[src/rtl/metronome_pkg.sv]
// metronome_pkg
// Shared types and constants for the metronome tempo path.
//   adj_state_t   : button-handling FSM states (IDLE, DELAY, REPEAT, BOTH)
//   BPM_W         : default tempo bus width
//   *_BPM / *_STEP: default tempo range, reset tempo and step sizes
package metronome_pkg;

    localparam int BPM_W           = 8;
    localparam int MIN_BPM         = 1;
    localparam int MAX_BPM         = 255;
    localparam int DEFAULT_BPM     = 120;
    localparam int FINE_STEP_DEF   = 1;
    localparam int COARSE_STEP_DEF = 10;

    typedef enum logic [1:0] {
        IDLE   = 2'd0,
        DELAY  = 2'd1,
        REPEAT = 2'd2,
        BOTH   = 2'd3
    } adj_state_t;

endpackage

[src/rtl/hold_repeat_timer.sv]
// hold_repeat_timer
// Button-handling FSM with the hold/auto-repeat counter. Decides *when* a
// step happens and in which direction; the arithmetic lives in the parent.
// Ports:
//   clk, rst_n      : clock, asynchronous active-low reset
//   restore         : level, forces IDLE and requests the default tempo
//   up, down        : debounced button levels
//   up_rise,down_rise: single-cycle rising-edge flags from the parent
//   step            : strobe, apply one step this cycle
//   step_up         : direction of the step (1 = up), valid with step
//   load_default    : strobe, load the default tempo this cycle
module hold_repeat_timer
    import metronome_pkg::*;
#(
    parameter int HOLD_CYCLES   = 25000000,
    parameter int REPEAT_CYCLES = 5000000
) (
    input  logic clk,
    input  logic rst_n,
    input  logic restore,
    input  logic up,
    input  logic down,
    input  logic up_rise,
    input  logic down_rise,
    output logic step,
    output logic step_up,
    output logic load_default
);

    localparam int MAX_CNT = (HOLD_CYCLES > REPEAT_CYCLES) ? HOLD_CYCLES : REPEAT_CYCLES;
    localparam int CNT_W   = (MAX_CNT > 1) ? $clog2(MAX_CNT) : 1;
    localparam logic [CNT_W-1:0] HOLD_LAST   = CNT_W'(HOLD_CYCLES - 1);
    localparam logic [CNT_W-1:0] REPEAT_LAST = CNT_W'(REPEAT_CYCLES - 1);

    adj_state_t       state_reg, state_next;
    logic [CNT_W-1:0] cnt_reg, cnt_next;
    logic             dir_up_reg, dir_up_next;
    logic             held;

    // Only reached when the buttons are not both high, so the held button
    // alone decides; a direction swap in one cycle reads as a release.
    assign held    = dir_up_reg ? up : down;
    assign step_up = dir_up_next;

    always_ff @(posedge clk or negedge rst_n) begin
        if (!rst_n) begin
            state_reg  <= IDLE;
            cnt_reg    <= '0;
            dir_up_reg <= 1'b1;
        end else begin
            state_reg  <= state_next;
            cnt_reg    <= cnt_next;
            dir_up_reg <= dir_up_next;
        end
    end

    always_comb begin
        state_next   = state_reg;
        cnt_next     = cnt_reg;
        dir_up_next  = dir_up_reg;
        step         = 1'b0;
        load_default = 1'b0;

        if (restore) begin
            load_default = 1'b1;
            state_next   = IDLE;
            cnt_next     = '0;
        end else if (up && down) begin
            // Default is loaded once on entry; staying in BOTH does nothing.
            load_default = (state_reg != BOTH);
            state_next   = BOTH;
            cnt_next     = '0;
        end else begin
            case (state_reg)
                IDLE: begin
                    if (up_rise || down_rise) begin
                        step        = 1'b1;
                        dir_up_next = up_rise;
                        cnt_next    = '0;
                        state_next  = DELAY;
                    end
                end
                DELAY: begin
                    if (!held) begin
                        state_next = IDLE;
                        cnt_next   = '0;
                    end else if (cnt_reg == HOLD_LAST) begin
                        step       = 1'b1;
                        cnt_next   = '0;
                        state_next = REPEAT;
                    end else begin
                        cnt_next = cnt_reg + 1'b1;
                    end
                end
                REPEAT: begin
                    if (!held) begin
                        state_next = IDLE;
                        cnt_next   = '0;
                    end else if (cnt_reg == REPEAT_LAST) begin
                        step     = 1'b1;
                        cnt_next = '0;
                    end else begin
                        cnt_next = cnt_reg + 1'b1;
                    end
                end
                BOTH: begin
                    if (!up && !down) begin
                        state_next = IDLE;
                    end
                end
                default: begin
                    state_next = IDLE;
                    cnt_next   = '0;
                end
            endcase
        end
    end

endmodule

[src/rtl/bpm_adjuster.sv]
// bpm_adjuster
// Tempo register for the metronome: up/down buttons step the BPM with fine
// or coarse increments, wrapping or saturating at the range limits, with
// hold-to-auto-repeat and a both-buttons / restore return to default.
// Ports:
//   clk, rst_n        : clock, asynchronous active-low reset
//   up_btn, down_btn  : debounced button levels
//   restore           : level, load DEFAULT_VAL while high
//   coarse            : 1 selects COARSE_STEP, 0 selects FINE_STEP
//   wrap_en           : 1 wraps at the limits, 0 saturates
//   bpm               : current tempo (registered)
//   changed           : pulse in the cycle after bpm takes a new value
//   at_min, at_max    : registered limit flags
module bpm_adjuster
    import metronome_pkg::*;
#(
    parameter int WIDTH         = BPM_W,
    parameter int MIN_VAL       = MIN_BPM,
    parameter int MAX_VAL       = MAX_BPM,
    parameter int DEFAULT_VAL   = DEFAULT_BPM,
    parameter int FINE_STEP     = FINE_STEP_DEF,
    parameter int COARSE_STEP   = COARSE_STEP_DEF,
    parameter int HOLD_CYCLES   = 25000000,
    parameter int REPEAT_CYCLES = 5000000
) (
    input  logic             clk,
    input  logic             rst_n,
    input  logic             up_btn,
    input  logic             down_btn,
    input  logic             restore,
    input  logic             coarse,
    input  logic             wrap_en,
    output logic [WIDTH-1:0] bpm,
    output logic             changed,
    output logic             at_min,
    output logic             at_max
);

    localparam logic [WIDTH-1:0] MIN_W = WIDTH'(MIN_VAL);
    localparam logic [WIDTH-1:0] MAX_W = WIDTH'(MAX_VAL);
    localparam logic [WIDTH-1:0] DEF_W = WIDTH'(DEFAULT_VAL);
    localparam logic [WIDTH:0]   MIN_X = (WIDTH+1)'(MIN_VAL);
    localparam logic [WIDTH:0]   MAX_X = (WIDTH+1)'(MAX_VAL);
    localparam logic [WIDTH:0]   FINE_X   = (WIDTH+1)'(FINE_STEP);
    localparam logic [WIDTH:0]   COARSE_X = (WIDTH+1)'(COARSE_STEP);

    logic [WIDTH-1:0] bpm_reg, bpm_next;
    logic             upd_reg;       // bpm changed at the last edge
    logic             changed_reg;
    logic             at_min_reg, at_max_reg;
    logic             up_prev_reg, down_prev_reg;
    logic             up_rise, down_rise;
    logic             step, step_up, load_default;
    logic [WIDTH:0]   step_x, bpm_x, sum_x, diff_x;

    // Edge registers reset to 1 so a button held across reset must be
    // released and pressed again before it steps.
    assign up_rise   = up_btn && !up_prev_reg;
    assign down_rise = down_btn && !down_prev_reg;

    hold_repeat_timer #(
        .HOLD_CYCLES  (HOLD_CYCLES),
        .REPEAT_CYCLES(REPEAT_CYCLES)
    ) u_timer (
        .clk         (clk),
        .rst_n       (rst_n),
        .restore     (restore),
        .up          (up_btn),
        .down        (down_btn),
        .up_rise     (up_rise),
        .down_rise   (down_rise),
        .step        (step),
        .step_up     (step_up),
        .load_default(load_default)
    );

    // One guard bit so bpm+s cannot overflow before the limit compare.
    assign step_x = coarse ? COARSE_X : FINE_X;
    assign bpm_x  = {1'b0, bpm_reg};
    assign sum_x  = bpm_x + step_x;
    assign diff_x = bpm_x - step_x;

    always_comb begin
        bpm_next = bpm_reg;
        if (load_default) begin
            bpm_next = DEF_W;
        end else if (step) begin
            if (step_up) begin
                if (sum_x > MAX_X) bpm_next = wrap_en ? MIN_W : MAX_W;
                else               bpm_next = sum_x[WIDTH-1:0];
            end else begin
                if (bpm_x < MIN_X + step_x) bpm_next = wrap_en ? MAX_W : MIN_W;
                else                        bpm_next = diff_x[WIDTH-1:0];
            end
        end
    end

    always_ff @(posedge clk or negedge rst_n) begin
        if (!rst_n) begin
            bpm_reg       <= DEF_W;
            upd_reg       <= 1'b0;
            changed_reg   <= 1'b0;
            at_min_reg    <= (DEF_W == MIN_W);
            at_max_reg    <= (DEF_W == MAX_W);
            up_prev_reg   <= 1'b1;
            down_prev_reg <= 1'b1;
        end else begin
            bpm_reg       <= bpm_next;
            upd_reg       <= (bpm_next != bpm_reg);
            changed_reg   <= upd_reg;
            at_min_reg    <= (bpm_next == MIN_W);
            at_max_reg    <= (bpm_next == MAX_W);
            up_prev_reg   <= up_btn;
            down_prev_reg <= down_btn;
        end
    end

    assign bpm     = bpm_reg;
    assign changed = changed_reg;
    assign at_min  = at_min_reg;
    assign at_max  = at_max_reg;

endmodule

[config.mk]
export PLATFORM = sky130hd
export DESIGN_NAME = bpm_adjuster
export DESIGN_NICKNAME = d
export VERILOG_FILES = /design/src/rtl/metronome_pkg.sv /design/src/rtl/hold_repeat_timer.sv /design/src/rtl/bpm_adjuster.sv
export SDC_FILE = /design/constraint.sdc
export NUM_CORES = 1
export LEC_CHECK = 0
export CORE_MARGIN = 2
export CORE_UTILIZATION = 63
export DETAILED_ROUTE_END_ITERATION = 8
export PLACE_DENSITY = 0.91
export SLEW_MARGIN = 20
export SYNTH_ARGS = -nofsm -noshare
export SYNTH_HDL_FRONTEND = slang
export SYNTH_SLANG_ARGS = --single-unit
[constraint.sdc]
create_clock -name clk -period 5.2 [get_ports clk]
set_input_delay 0.52 -clock clk [delete_from_list [all_inputs] [get_ports clk]]
set_output_delay 0.52 -clock clk [all_outputs]
set_load 0.005 [all_outputs]
* Yosys cells after proc, flatten, opt, wreduce, memory -nomap -nowiden
Cells that the tools add are included.
** Storage, ports and cells
- Bits in registers :: 42
- Input bits :: 7
- Output and inout port bits :: 11
- Word-level logic and storage cells :: 81
** Operators by class
- Add/sub/neg operators :: 4
- Order comparisons :: 2
- Equal/unequal tests :: 13
- Mux-type cells :: 39
- Reductions and logical operators :: 13
** Operator list (count)
- $mux 25 :: 7
- $pmux 25 s3 :: 1
- $mux 8 :: 7
- $add 25x1->25 const B :: 1
- $eq 25x23->1 const B :: 1
- $eq 25x25->1 const B :: 1
- $mux 1 :: 14
- $mux 2 :: 7
- $add 8x4->9 :: 1
- $gt 9x8->1 const B :: 1
- $eq 8x1->1 const B :: 1
- $eq 8x8->1 const B :: 1
- $lt 8x5->1 :: 1
- $ne 4x2->1 const B :: 2
- $ne 8x8->1 :: 1
- $pmux 2 s4 :: 1
- $sub 8x4->8 :: 1
- $add 1x4->5 const A :: 1
- $ne 5x5->1 const B :: 1
- $reduce_bool 5->1 :: 1
- $eq 2x2->1 const B :: 2
- $logic_and 1x1->1 :: 4
- $logic_not 1->1 :: 4
- $mux 4 :: 1
- 8 further kinds :: 8

* Longest topological paths before layout
Gate-level depths: netlist (run 1).
- Depth after elaboration :: 11
- Depth in mapped cells :: 13

* Hierarchy
A second synthesis (run 1) with hierarchy kept.
** Second synthesis, totals
- Cell total of the unflattened synthesis :: 386
- Area total of the unflattened synthesis :: 3429.5 µm²
** By module, submodules not included
- hold_repeat_timer :: instances 1, cells each 199, area an instance 1886.8 µm², seq. area each 701.9 µm²
- bpm_adjuster :: instances 1, cells each 187, area an instance 1542.7 µm², seq. area each 357.8 µm²

* Worst setup path before layout (run 1)
OpenSTA, ideal clock, no wires.
- Kind :: input -> register
- From :: input coarse
- To :: register upd_reg
- Library setup time :: 135 ps
- Data arrival time :: 2854 ps
- Data required time :: 5065 ps
- Setup slack :: 2211 ps
- Cell stages on the path :: 13
- Path buffers :: 1
- Cell sequence :: inv_1 > ha_1 > inv_1 > fa_1 > nor3b_1 > or2_2 > clkbuf_1 > a41oi_1 > a211oi_1 > o22ai_1 > nor4_1 > and4_1 > o221ai_2
** Between the ends
- Word-level cells in the longest chain between the ends :: 8
- Elaborated cells between the ends (all ways) :: 12
- Those cells by class :: 3 x add/sub; 2 x order compare; 1 x eq/ne; 6 x mux
** RTL lines
- from (decl) :: RTL line bpm_adjuster.sv:31 : input logic coarse,
- $mux 4 * :: RTL line bpm_adjuster.sv:78 : assign step_x = coarse ? COARSE_X : FINE_X;
- $add 8x4->9 or $add 1x4->5 (tied branches) :: RTL line bpm_adjuster.sv:80, bpm_adjuster.sv:92
- $gt 9x8->1 or $lt 8x5->1 (tied branches) :: RTL line bpm_adjuster.sv:89, bpm_adjuster.sv:92
- $mux 8, on equally long branches :: RTL line bpm_adjuster.sv:89, bpm_adjuster.sv:92
- $mux 8 * :: RTL line bpm_adjuster.sv:88 : if (step_up) begin
- $mux 8 * :: RTL line bpm_adjuster.sv:87 : end else if (step) begin
- $mux 8 * :: RTL line bpm_adjuster.sv:85 : if (load_default) begin
- $ne 8x8->1 * :: RTL line bpm_adjuster.sv:109 : upd_reg <= (bpm_next != bpm_reg);
- to (signal assigned) :: RTL line bpm_adjuster.sv:109
- to (decl) :: RTL line bpm_adjuster.sv:48 : logic upd_reg;
Every way passes the cells marked *; elsewhere a longest branch is shown, timed or not.
A chain may end at the register's enable or synchronous reset.

* Final worst setup path (run 1)
Ends and elaborated chain as after synthesis.

==> out/qor.txt, run 1 <==
STATUS
--------------------------------------------------------------------------------------------------
Status .............................................................................. finished, final reports clean

WORST SETUP PATH
--------------------------------------------------------------------------------------------------
Crit Reg-Reg Startpoint .............................................................       bpm[1]
Crit path launch type ............................................................... primary input
Most common cell type on the critical path .......................................... sky130_fd_sc_hd__inv_1
Maximum fanout count along the critical path ........................................            6
CP startpoint .......................................................................       coarse
Type of destination of the critical path ............................................    flip-flop
Cell with the biggest individual delay on the critical path ......................... sky130_fd_sc_hd__clkdlybuf4s50_1
Critical Path AT ....................................................................      3590 ps
Critical path required time .........................................................      5350 ps
Critical setup path kind ............................................................    in -> reg
Number of cell instances on the worst register-to-register path .....................            9
Maximum single-stage delay on the critical path .....................................       480 ps
Crit-path cells ..................................................................... clkdlybuf4s50_1, inv_1, ha_1, inv_1, fa_1, nor3b_1, o21bai_1, or2_2, and3_1, a221oi_1, and4_1, o221ai_2

SYNTHESIS
--------------------------------------------------------------------------------------------------
Most common flop cell mapped by yosys ............................................... sky130_fd_sc_hd__dfrtp_1
Synth warn ..........................................................................            0
Cell taking the most area after synthesis ........................................... sky130_fd_sc_hd__dfrtp_1
Net Count, Synth ....................................................................          385
Count of cell types in the netlist ..................................................           80
Sequential cell area fraction in the yosys report ...................................        32.8%
Mean Syn Cell Area ..................................................................     8.89 µm²
Share of synthesized cell area in full adder, half adder and majority cells .........        6.28%
Async set-or-reset flop fraction in the synthesized netlist .........................         100%
Flop and latch count out of synthesis ...............................................           42
Share of synthesized cell area in and, or, nand and nor gates .......................        29.2%
Portion of netlist area occupied by mux cells .......................................        1.67%
Main combinational cell family by area after synthesis .............................. simple AND/OR/NAND/NOR gates
Post-synthesis instance area ........................................................     3230 µm²
Proportion of netlist area held by the largest area contributor .....................        27.1%
Synth area leaders .................................................................. sky130_fd_sc_hd__dfrtp_1 (27%), sky130_fd_sc_hd__dfstp_2 (5.7%), sky130_fd_sc_hd__nor2_1 (5.2%)
EDFF count, synth ...................................................................            0
Xor and xnor fraction of the mapped netlist area ....................................        6.24%
Compound-gate portion of the synthesized area .......................................        19.0%
Number of standard cells after synthesis ............................................          363

STA
--------------------------------------------------------------------------------------------------
Max Fclk ............................................................................      291 MHz
Tightest slew margin relative to the limit ..........................................        39.6%
Slew at the pin closest to its max-slew limit .......................................       906 ps
Final clock skew ....................................................................      12.4 ps
Worst slack on hold paths ...........................................................       347 ps
RSZ-0062 raised after global routing ................................................        false
Count of final hold-check violations ................................................            0
Total Neg Setup Slack ...............................................................         0 ps
Shortest clock period the worst path allows after layout ............................      3440 ps
Total setup violations reported at the end of the flow ..............................            0
Period Utilization, post-route ......................................................        66.1%
Slew Limit Fails ....................................................................            0

GLOBAL ROUTE
--------------------------------------------------------------------------------------------------
Global route overflow ...............................................................            0
Number of global-route vias before repair ...........................................         2660
Maximum number of pins on one net before global-route repair ........................           43
Overall routing resource usage ......................................................        28.0%
Global-route wire length before repair ..............................................      12.4 mm
Number of antenna violations at the first check in global routing ...................            0

ROUTE
--------------------------------------------------------------------------------------------------
Post-DRT Antenna Nets ...............................................................            0
Vias per inst .......................................................................         6.41
Remaining routing DRC violations ....................................................            0
Via total after detailed routing ....................................................         2851
Routed Wire Length ..................................................................      7.64 mm
Iter 0 DRT Violations ...............................................................          229
First-pass detailed-route iteration total ...........................................            5
Average wire length per cell after detail routing ...................................      17.2 µm

LAYOUT
--------------------------------------------------------------------------------------------------
Final-layout fill cell count ........................................................          399
Net total in the final layout .......................................................          396
Number of flip-flops in the largest register ........................................           25
Signed area change from the synthesized netlist to the final layout .................        8.92%
Design area .........................................................................     3510 µm²
Count of placed standard cells in the final layout, fillers left out ................          445
Antenna cells .......................................................................            0
Ratio of cells with drive above 1 in the final layout ...............................        13.3%

POWER AND IR DROP
--------------------------------------------------------------------------------------------------
Worst VDD drop ......................................................................     0.163 mV
Leakage .............................................................................      1.40 nW
Power density of the placed cells ...................................................   327 nW/µm²
Post-layout power ...................................................................      1.15 mW

CTS
--------------------------------------------------------------------------------------------------
Htree depth .........................................................................            2
Clock buffer count from CTS .........................................................            5
Clock Root Buffer ................................................................... sky130_fd_sc_hd__clkbuf_8
Cells resized by post-CTS repair ....................................................            0
Clock transition time at the flip-flop clock pins of the worst setup and hold paths .        80 ps
Total of hold buffers inserted after clock tree synthesis ...........................            0
Source-to-sink clock delay at the later pin of the worst-skew pair ..................       300 ps
Total number of clock tree sinks ....................................................           42
CTS tree ............................................................................         done
Clock buffer depth ..................................................................            2
Post CTS Setup Buffer Count .........................................................            0

FLOORPLAN
--------------------------------------------------------------------------------------------------
Total die area ......................................................................     5710 µm²
Cell row count ......................................................................           26
Placeable core area .................................................................     5010 µm²
Num ports ...........................................................................           18
Die outline width ...................................................................      75.6 µm
Starting Density ....................................................................        64.4%
Die outline height ..................................................................      75.6 µm

WORST HOLD PATH
--------------------------------------------------------------------------------------------------
Worst min path class ................................................................  in -> async

PLACEMENT
--------------------------------------------------------------------------------------------------
Count of buffers from port buffering ................................................           17
Sum of net half-perimeters after detailed placement .................................      5.40 mm
Placed cells ........................................................................          437
Standard cell area after detailed placement .........................................     3400 µm²
Final weighted congestion in routability-driven placement ...........................        0.893

FLOW RUN
--------------------------------------------------------------------------------------------------
Maxcap violations ...................................................................            0

==> per-stage QoR <==
step / setup WS [ps] / util, %
after floorplan: 2210 / -
after global placement: 1630 / 67.8
after detailed placement: 1500 / 67.8
after CTS: 1800 / 70.0
after global routing: 1470 / 70.2
final: 1760 / 70.2
==> power by group <==
part | internal [mW] | total, mW | switching (mW)
sequential | 0.358 | 0.403 | 0.0453
clock | 0.143 | 0.259 | 0.115
combinational | 0.201 | 0.487 | 0.286
total | 0.702 | 1.15 | 0.446
==> layout make-up <==
type                            count  area [µm²]  area share, %
Sequential cell                    42        1060           30.2
Clock buffer                        6        72.6           2.06
Multi-Input combinational cell    290        2020           57.4
Inverter                           16        60.1           1.71
Timing Repair Buffer               19         180           5.13
Tap cell                           70        87.6           2.49
Clock inverter                      2        37.5           1.07
==> per-layer routing <==
layer  vias up  wire length [µm]  GRT usage [%]
met5         -                 0              0
met4         0               229           11.1
met3        23               437           4.10
met2       138              3770           46.9
met1      1356              3200           36.5
li1       1334                 -              -
==> synthesized netlist by cell type, drive strengths merged, types with 3 or more instances <==
library cell / number
nand2b: 4
or2: 5
and3: 5
xor2: 11
o22ai: 3
o31ai: 5
nand4b: 3
o211ai: 4
nor4: 7
a211oi: 8
nor3: 13
nor2: 46
a21oi: 11
ha: 13
dfrtp: 35
clkbuf: 5
nor3b: 3
o21ai: 24
dfstp: 7
or3: 3
inv: 16
nand3: 23
nand4: 7
nand2: 24
buf: 10
nor2b: 9
xnor2: 12
nor4b: 4
mux2: 3
==> worst max-delay path, delay by kind of cell <==
kind / cells / cell delay, ps
compound gates: 3 / 590
fa+ha+maj: 2 / 620
buf+inv: 3 / 780
simple gates: 4 / 1070
==> final timing paths <==
check	end	slack, ps
setup / recovery	upd_reg	1760
hold / removal	u_timer.cnt_reg[6]	350
setup reg to reg	upd_reg	2160
hold reg to reg	changed	350
max in group asynchronous	u_timer.cnt_reg[12]	4280
min in group clk	changed	350
==> placed cells by master (no fill, tap or decap), types with 4 or more instances in the layout <==
cell type                         count
sky130_fd_sc_hd__nor2_1              45
sky130_fd_sc_hd__dfrtp_1             35
sky130_fd_sc_hd__nand3_1             23
sky130_fd_sc_hd__nand2_1             23
sky130_fd_sc_hd__o21ai_0             22
sky130_fd_sc_hd__clkdlybuf4s50_1     16
sky130_fd_sc_hd__inv_1               15
sky130_fd_sc_hd__ha_1                13
sky130_fd_sc_hd__xnor2_1             12
sky130_fd_sc_hd__nor3_1              11
sky130_fd_sc_hd__xor2_1              11
sky130_fd_sc_hd__a21oi_1             10
sky130_fd_sc_hd__nor2b_1              8
sky130_fd_sc_hd__a211oi_1             7
sky130_fd_sc_hd__dfstp_2              7
sky130_fd_sc_hd__nor4_1               6
sky130_fd_sc_hd__nand4_1              5
sky130_fd_sc_hd__or2_2                5
sky130_fd_sc_hd__clkbuf_8             5
sky130_fd_sc_hd__and3_1               4
sky130_fd_sc_hd__o31ai_1              4
sky130_fd_sc_hd__nand2b_1             4
==> logic make-up (layout without fill, tap and decap cells) <==
family	count (synthesis)	in the layout
muxes	5	5
adders and majority gates	15	15
xor gates and xnor gates	23	23
AOI/OAI and AO/OA	81	81
buffers and inverters	31	43
DFF	42	42
and+or+nand+nor	166	166
Note: power is estimated with default switching activity, not from simulation.
==> run 2, diff against run 1 <==
--- a/config.mk
+++ b/config.mk
@@ -6,9 +6,9 @@
 export NUM_CORES = 1
 export LEC_CHECK = 0
 export CORE_MARGIN = 2
-export CORE_UTILIZATION = 63
+export CORE_UTILIZATION = 61
 export DETAILED_ROUTE_END_ITERATION = 8
-export PLACE_DENSITY = 0.91
+export PLACE_DENSITY = 0.89
 export SLEW_MARGIN = 20
 export SYNTH_ARGS = -nofsm -noshare
 export SYNTH_HDL_FRONTEND = slang
==> constraint.sdc (replaced) <==
create_clock -name clk -period 3.5 [get_ports clk]
set_input_delay 0.35 -clock clk [delete_from_list [all_inputs] [get_ports clk]]
set_output_delay 0.35 -clock clk [all_outputs]
set_load 0.005 [all_outputs]
==> run 2 against run 1 <==
Against the previous run:
- clock power up 48%
- clock skew fell by 8.4 ps
- sequential share of layout area decreased by 0.12 points
- critical path depth unchanged
- via count is 2.2% higher
- routed wire length is 1.9% lower
- largest power group unchanged
==> out/qor.txt, run 2 (synthesis results as in run 1) <==
STATUS
--------------------------------------------------------------------------------------------------
Status .............................................................................. finished, final reports clean   unchanged

GLOBAL ROUTE
--------------------------------------------------------------------------------------------------
Maximum number of pins on one net before global-route repair ........................           43   unchanged
Met2 Use GR .........................................................................        39.8%   was 46.9%
Number of antenna violations at the first check in global routing ...................            0   unchanged
Global route overflow ...............................................................            0   unchanged
Met3 GRT Util .......................................................................        5.65%   was 4.10%
GRT busiest layer ...................................................................         met2   unchanged
Overall routing resource usage ......................................................        26.3%   was 28.0%
Global-route wire length before repair ..............................................      12.6 mm   was 12.4 mm
Number of global-route vias before repair ...........................................         2666   was 2660
Met1 routing resource usage after global routing ....................................        36.7%   was 36.5%

WORST SETUP PATH
--------------------------------------------------------------------------------------------------
Worst Path Buf+Inv ..................................................................            3   unchanged
Number of cell instances on the worst register-to-register path .....................            9   unchanged
Critical path required time .........................................................      3660 ps   was 5350 ps
Crit Reg-Reg Startpoint .............................................................       bpm[1]   unchanged
Critical setup path kind ............................................................    in -> reg   unchanged
Maximum fanout count along the critical path ........................................            6   unchanged
Cell with the biggest individual delay on the critical path ......................... sky130_fd_sc_hd__clkdlybuf4s50_1   unchanged
Type of destination of the critical path ............................................    flip-flop   unchanged
Critical Path AT ....................................................................      3410 ps   was 3590 ps
Setup slack, reg-to-reg .............................................................       420 ps   was 2160 ps
Cell type group with the largest total delay on the critical path ................... simple AND/OR/NAND/NOR gates   unchanged
Crit-path cells ..................................................................... clkdlybuf4s50_1, inv_2, ha_1, inv_1, fa_1, nor3b_1, o21bai_1, or2_2, and3_1, a221oi_1, and4_1, o221ai_2   was clkdlybuf4s50_1, inv_1, ha_1, inv_1, fa_1, nor3b_1, o21bai_1, or2_2, and3_1, a221oi_1, and4_1, o221ai_2
Crit path launch type ............................................................... primary input   unchanged
Maximum single-stage delay on the critical path .....................................       480 ps   about the same
Capture point of the worst reg-to-reg path ..........................................      upd_reg   unchanged

PLACEMENT
--------------------------------------------------------------------------------------------------
Setup slack at placement ............................................................     -96.9 ps   was 1500 ps
Count of buffers from port buffering ................................................           17   unchanged
Final weighted congestion in routability-driven placement ...........................        0.926   was 0.893
Sum of net half-perimeters after detailed placement .................................      5.48 mm   was 5.40 mm

LAYOUT
--------------------------------------------------------------------------------------------------
Final-layout fill cell count ........................................................          406   was 399
Net total in the final layout .......................................................          398   was 396
Number of flip-flops in the largest register ........................................           25   unchanged
Final core area utilization .........................................................        69.1%   was 70.2%
Total area of multi-input combinational cells .......................................     2020 µm²   unchanged
Top library cells by usage in the layout, fill and taps aside ....................... sky130_fd_sc_hd__nor2_1 (45), sky130_fd_sc_hd__dfrtp_1 (35), sky130_fd_sc_hd__nand3_1 (23), sky130_fd_sc_hd__nand2_1 (23), sky130_fd_sc_hd__o21ai_0 (22)   unchanged
Reg area ............................................................................     1060 µm²   unchanged
Signed area change from the synthesized netlist to the final layout .................        9.34%   was 8.92%
Ratio of cells with drive above 1 in the final layout ...............................        14.3%   was 13.3%
Antenna cells .......................................................................            0   unchanged
Leading cell type in the layout, fill and taps excluded ............................. sky130_fd_sc_hd__nor2_1   unchanged

FLOORPLAN
--------------------------------------------------------------------------------------------------
Cell row count ......................................................................           26   unchanged
Die outline width ...................................................................      76.7 µm   was 75.6 µm
Total die area ......................................................................     5890 µm²   was 5710 µm²
Die outline height ..................................................................      76.7 µm   was 75.6 µm
Num ports ...........................................................................           18   unchanged
Starting Density ....................................................................        63.2%   was 64.4%
Placeable core area .................................................................     5110 µm²   was 5010 µm²

FLOW RUN
--------------------------------------------------------------------------------------------------
Maxcap violations ...................................................................            0   unchanged

ROUTE
--------------------------------------------------------------------------------------------------
Via total after detailed routing ....................................................         2913   was 2851
Remaining routing DRC violations ....................................................            0   unchanged
Iter 0 DRT Violations ...............................................................          264   was 229
Post-DRT Antenna Nets ...............................................................            0   unchanged
Vias per inst .......................................................................         6.52   was 6.41
Routed Wire Length ..................................................................      7.49 mm   was 7.64 mm
First-pass detailed-route iteration total ...........................................            4   was 5
Average wire length per cell after detail routing ...................................      16.8 µm   was 17.2 µm

STA
--------------------------------------------------------------------------------------------------
Shortest clock period the worst path allows after layout ............................      3240 ps
Worst path setup slack after routing ................................................       257 ps   was 1760 ps
Slew Limit Fails ....................................................................            0   unchanged
Final clock skew ....................................................................      3.99 ps   was 12.4 ps
Count of final hold-check violations ................................................            0   unchanged
Slew at the pin closest to its max-slew limit .......................................       913 ps   was 906 ps
Worst slack on hold paths ...........................................................       178 ps   was 347 ps
Period Utilization, post-route ......................................................        92.7%
Tightest slew margin relative to the limit ..........................................        39.2%   was 39.6%
Total setup violations reported at the end of the flow ..............................            0   unchanged
RSZ-0062 raised after global routing ................................................        false   unchanged
Max Fclk ............................................................................      308 MHz

CTS
--------------------------------------------------------------------------------------------------
Clock buffer depth ..................................................................            2   unchanged
Htree depth .........................................................................            2   unchanged
Total number of clock tree sinks ....................................................           42   unchanged
Source-to-sink clock delay at the later pin of the worst-skew pair ..................       300 ps   about the same
Post CTS Setup Buffer Count .........................................................            0   unchanged
Clock transition time at the flip-flop clock pins of the worst setup and hold paths .        80 ps   about the same
Clock Root Buffer ................................................................... sky130_fd_sc_hd__clkbuf_8   unchanged
Clock buffer count from CTS .........................................................            5   unchanged
CTS tree ............................................................................         done   unchanged

POWER AND IR DROP
--------------------------------------------------------------------------------------------------
Leakage .............................................................................      1.41 nW   was 1.40 nW
Post-layout power ...................................................................      1.71 mW   was 1.15 mW
Power density of the placed cells ...................................................   485 nW/µm²   was 327 nW/µm²
Worst VDD drop ......................................................................     0.268 mV   was 0.163 mV

WORST HOLD PATH
--------------------------------------------------------------------------------------------------
Worst min path class ................................................................  in -> async   unchanged

==> run 2: cell types whose count changed in the layout (fill, tap and decap cells not counted), sizes merged <==
cell / change
buf: +2
clkinv: +2
clkbuf: -1
clkinvlp: -1
==> run 2: cell type report <==
cell class,count,share of cell area [%]
Inverter,16,1.70
Multi-Input combinational cell,290,57.2
Clock inverter,3,1.13
Timing Repair Buffer,21,5.53
Sequential cell,42,30.0
Tap cell,70,2.48
Clock buffer,5,1.95
==> run 2: where the power goes <==
group          internal, mW  switching (mW)
registers             0.532          0.0666
logic                 0.307           0.424
clock network         0.210           0.173
==> run 2: repair_timing <==
| action | 4_1_cts | 5_1_grt |
|---|---|---|
| hold buffers | 0 | 0 |
| resized for setup | 0 | 1 |
| endpoints found under the setup margin | 0 | 1 |
| hold endpoints to repair | 0 | 0 |
==> run 2: through the flow <==
stage,TNS (ps),cells,instance area (µm²)
floorplan,0,363,3230
global placement,0,439,3410
detailed placement,-106,439,3410
CTS,0,447,3520
global route,0,447,3530
finish,0,447,3530
==> run 2: worst max path at each step <==
stage / start / endpoint / slack (ps) / cells past startpoint
2_1_floorplan: coarse / upd_reg / 680 / 13
3_3_place_gp: coarse / upd_reg / 110 / 12
3_5_place_dp: coarse / upd_reg / -100 / 12
4_1_cts: coarse / upd_reg / 220 / 12
5_1_grt: coarse / upd_reg / 90 / 12
6_report: coarse / upd_reg / 260 / 12
==> run 2: routing by layer <==
layer | share of wire (%) | routed length, µm | vias to the layer above
met1 | 43 | 3210 | 1402
li1 | - | - | 1343
met2 | 46 | 3460 | 141
met4 | 3.0 | 226 | 0
met3 | 7.9 | 595 | 27
met5 | 0 | 0 | -
==> run 3, diff against run 2 <==
--- a/config.mk
+++ b/config.mk
@@ -5,6 +5,7 @@
 export SDC_FILE = /design/constraint.sdc
 export NUM_CORES = 1
 export LEC_CHECK = 0
+export CAP_MARGIN = 20
 export CORE_MARGIN = 2
 export CORE_UTILIZATION = 61
 export DETAILED_ROUTE_END_ITERATION = 8
==> results of run 3 <==
The final DEF is identical to that of run 2; final timing and power are the same.
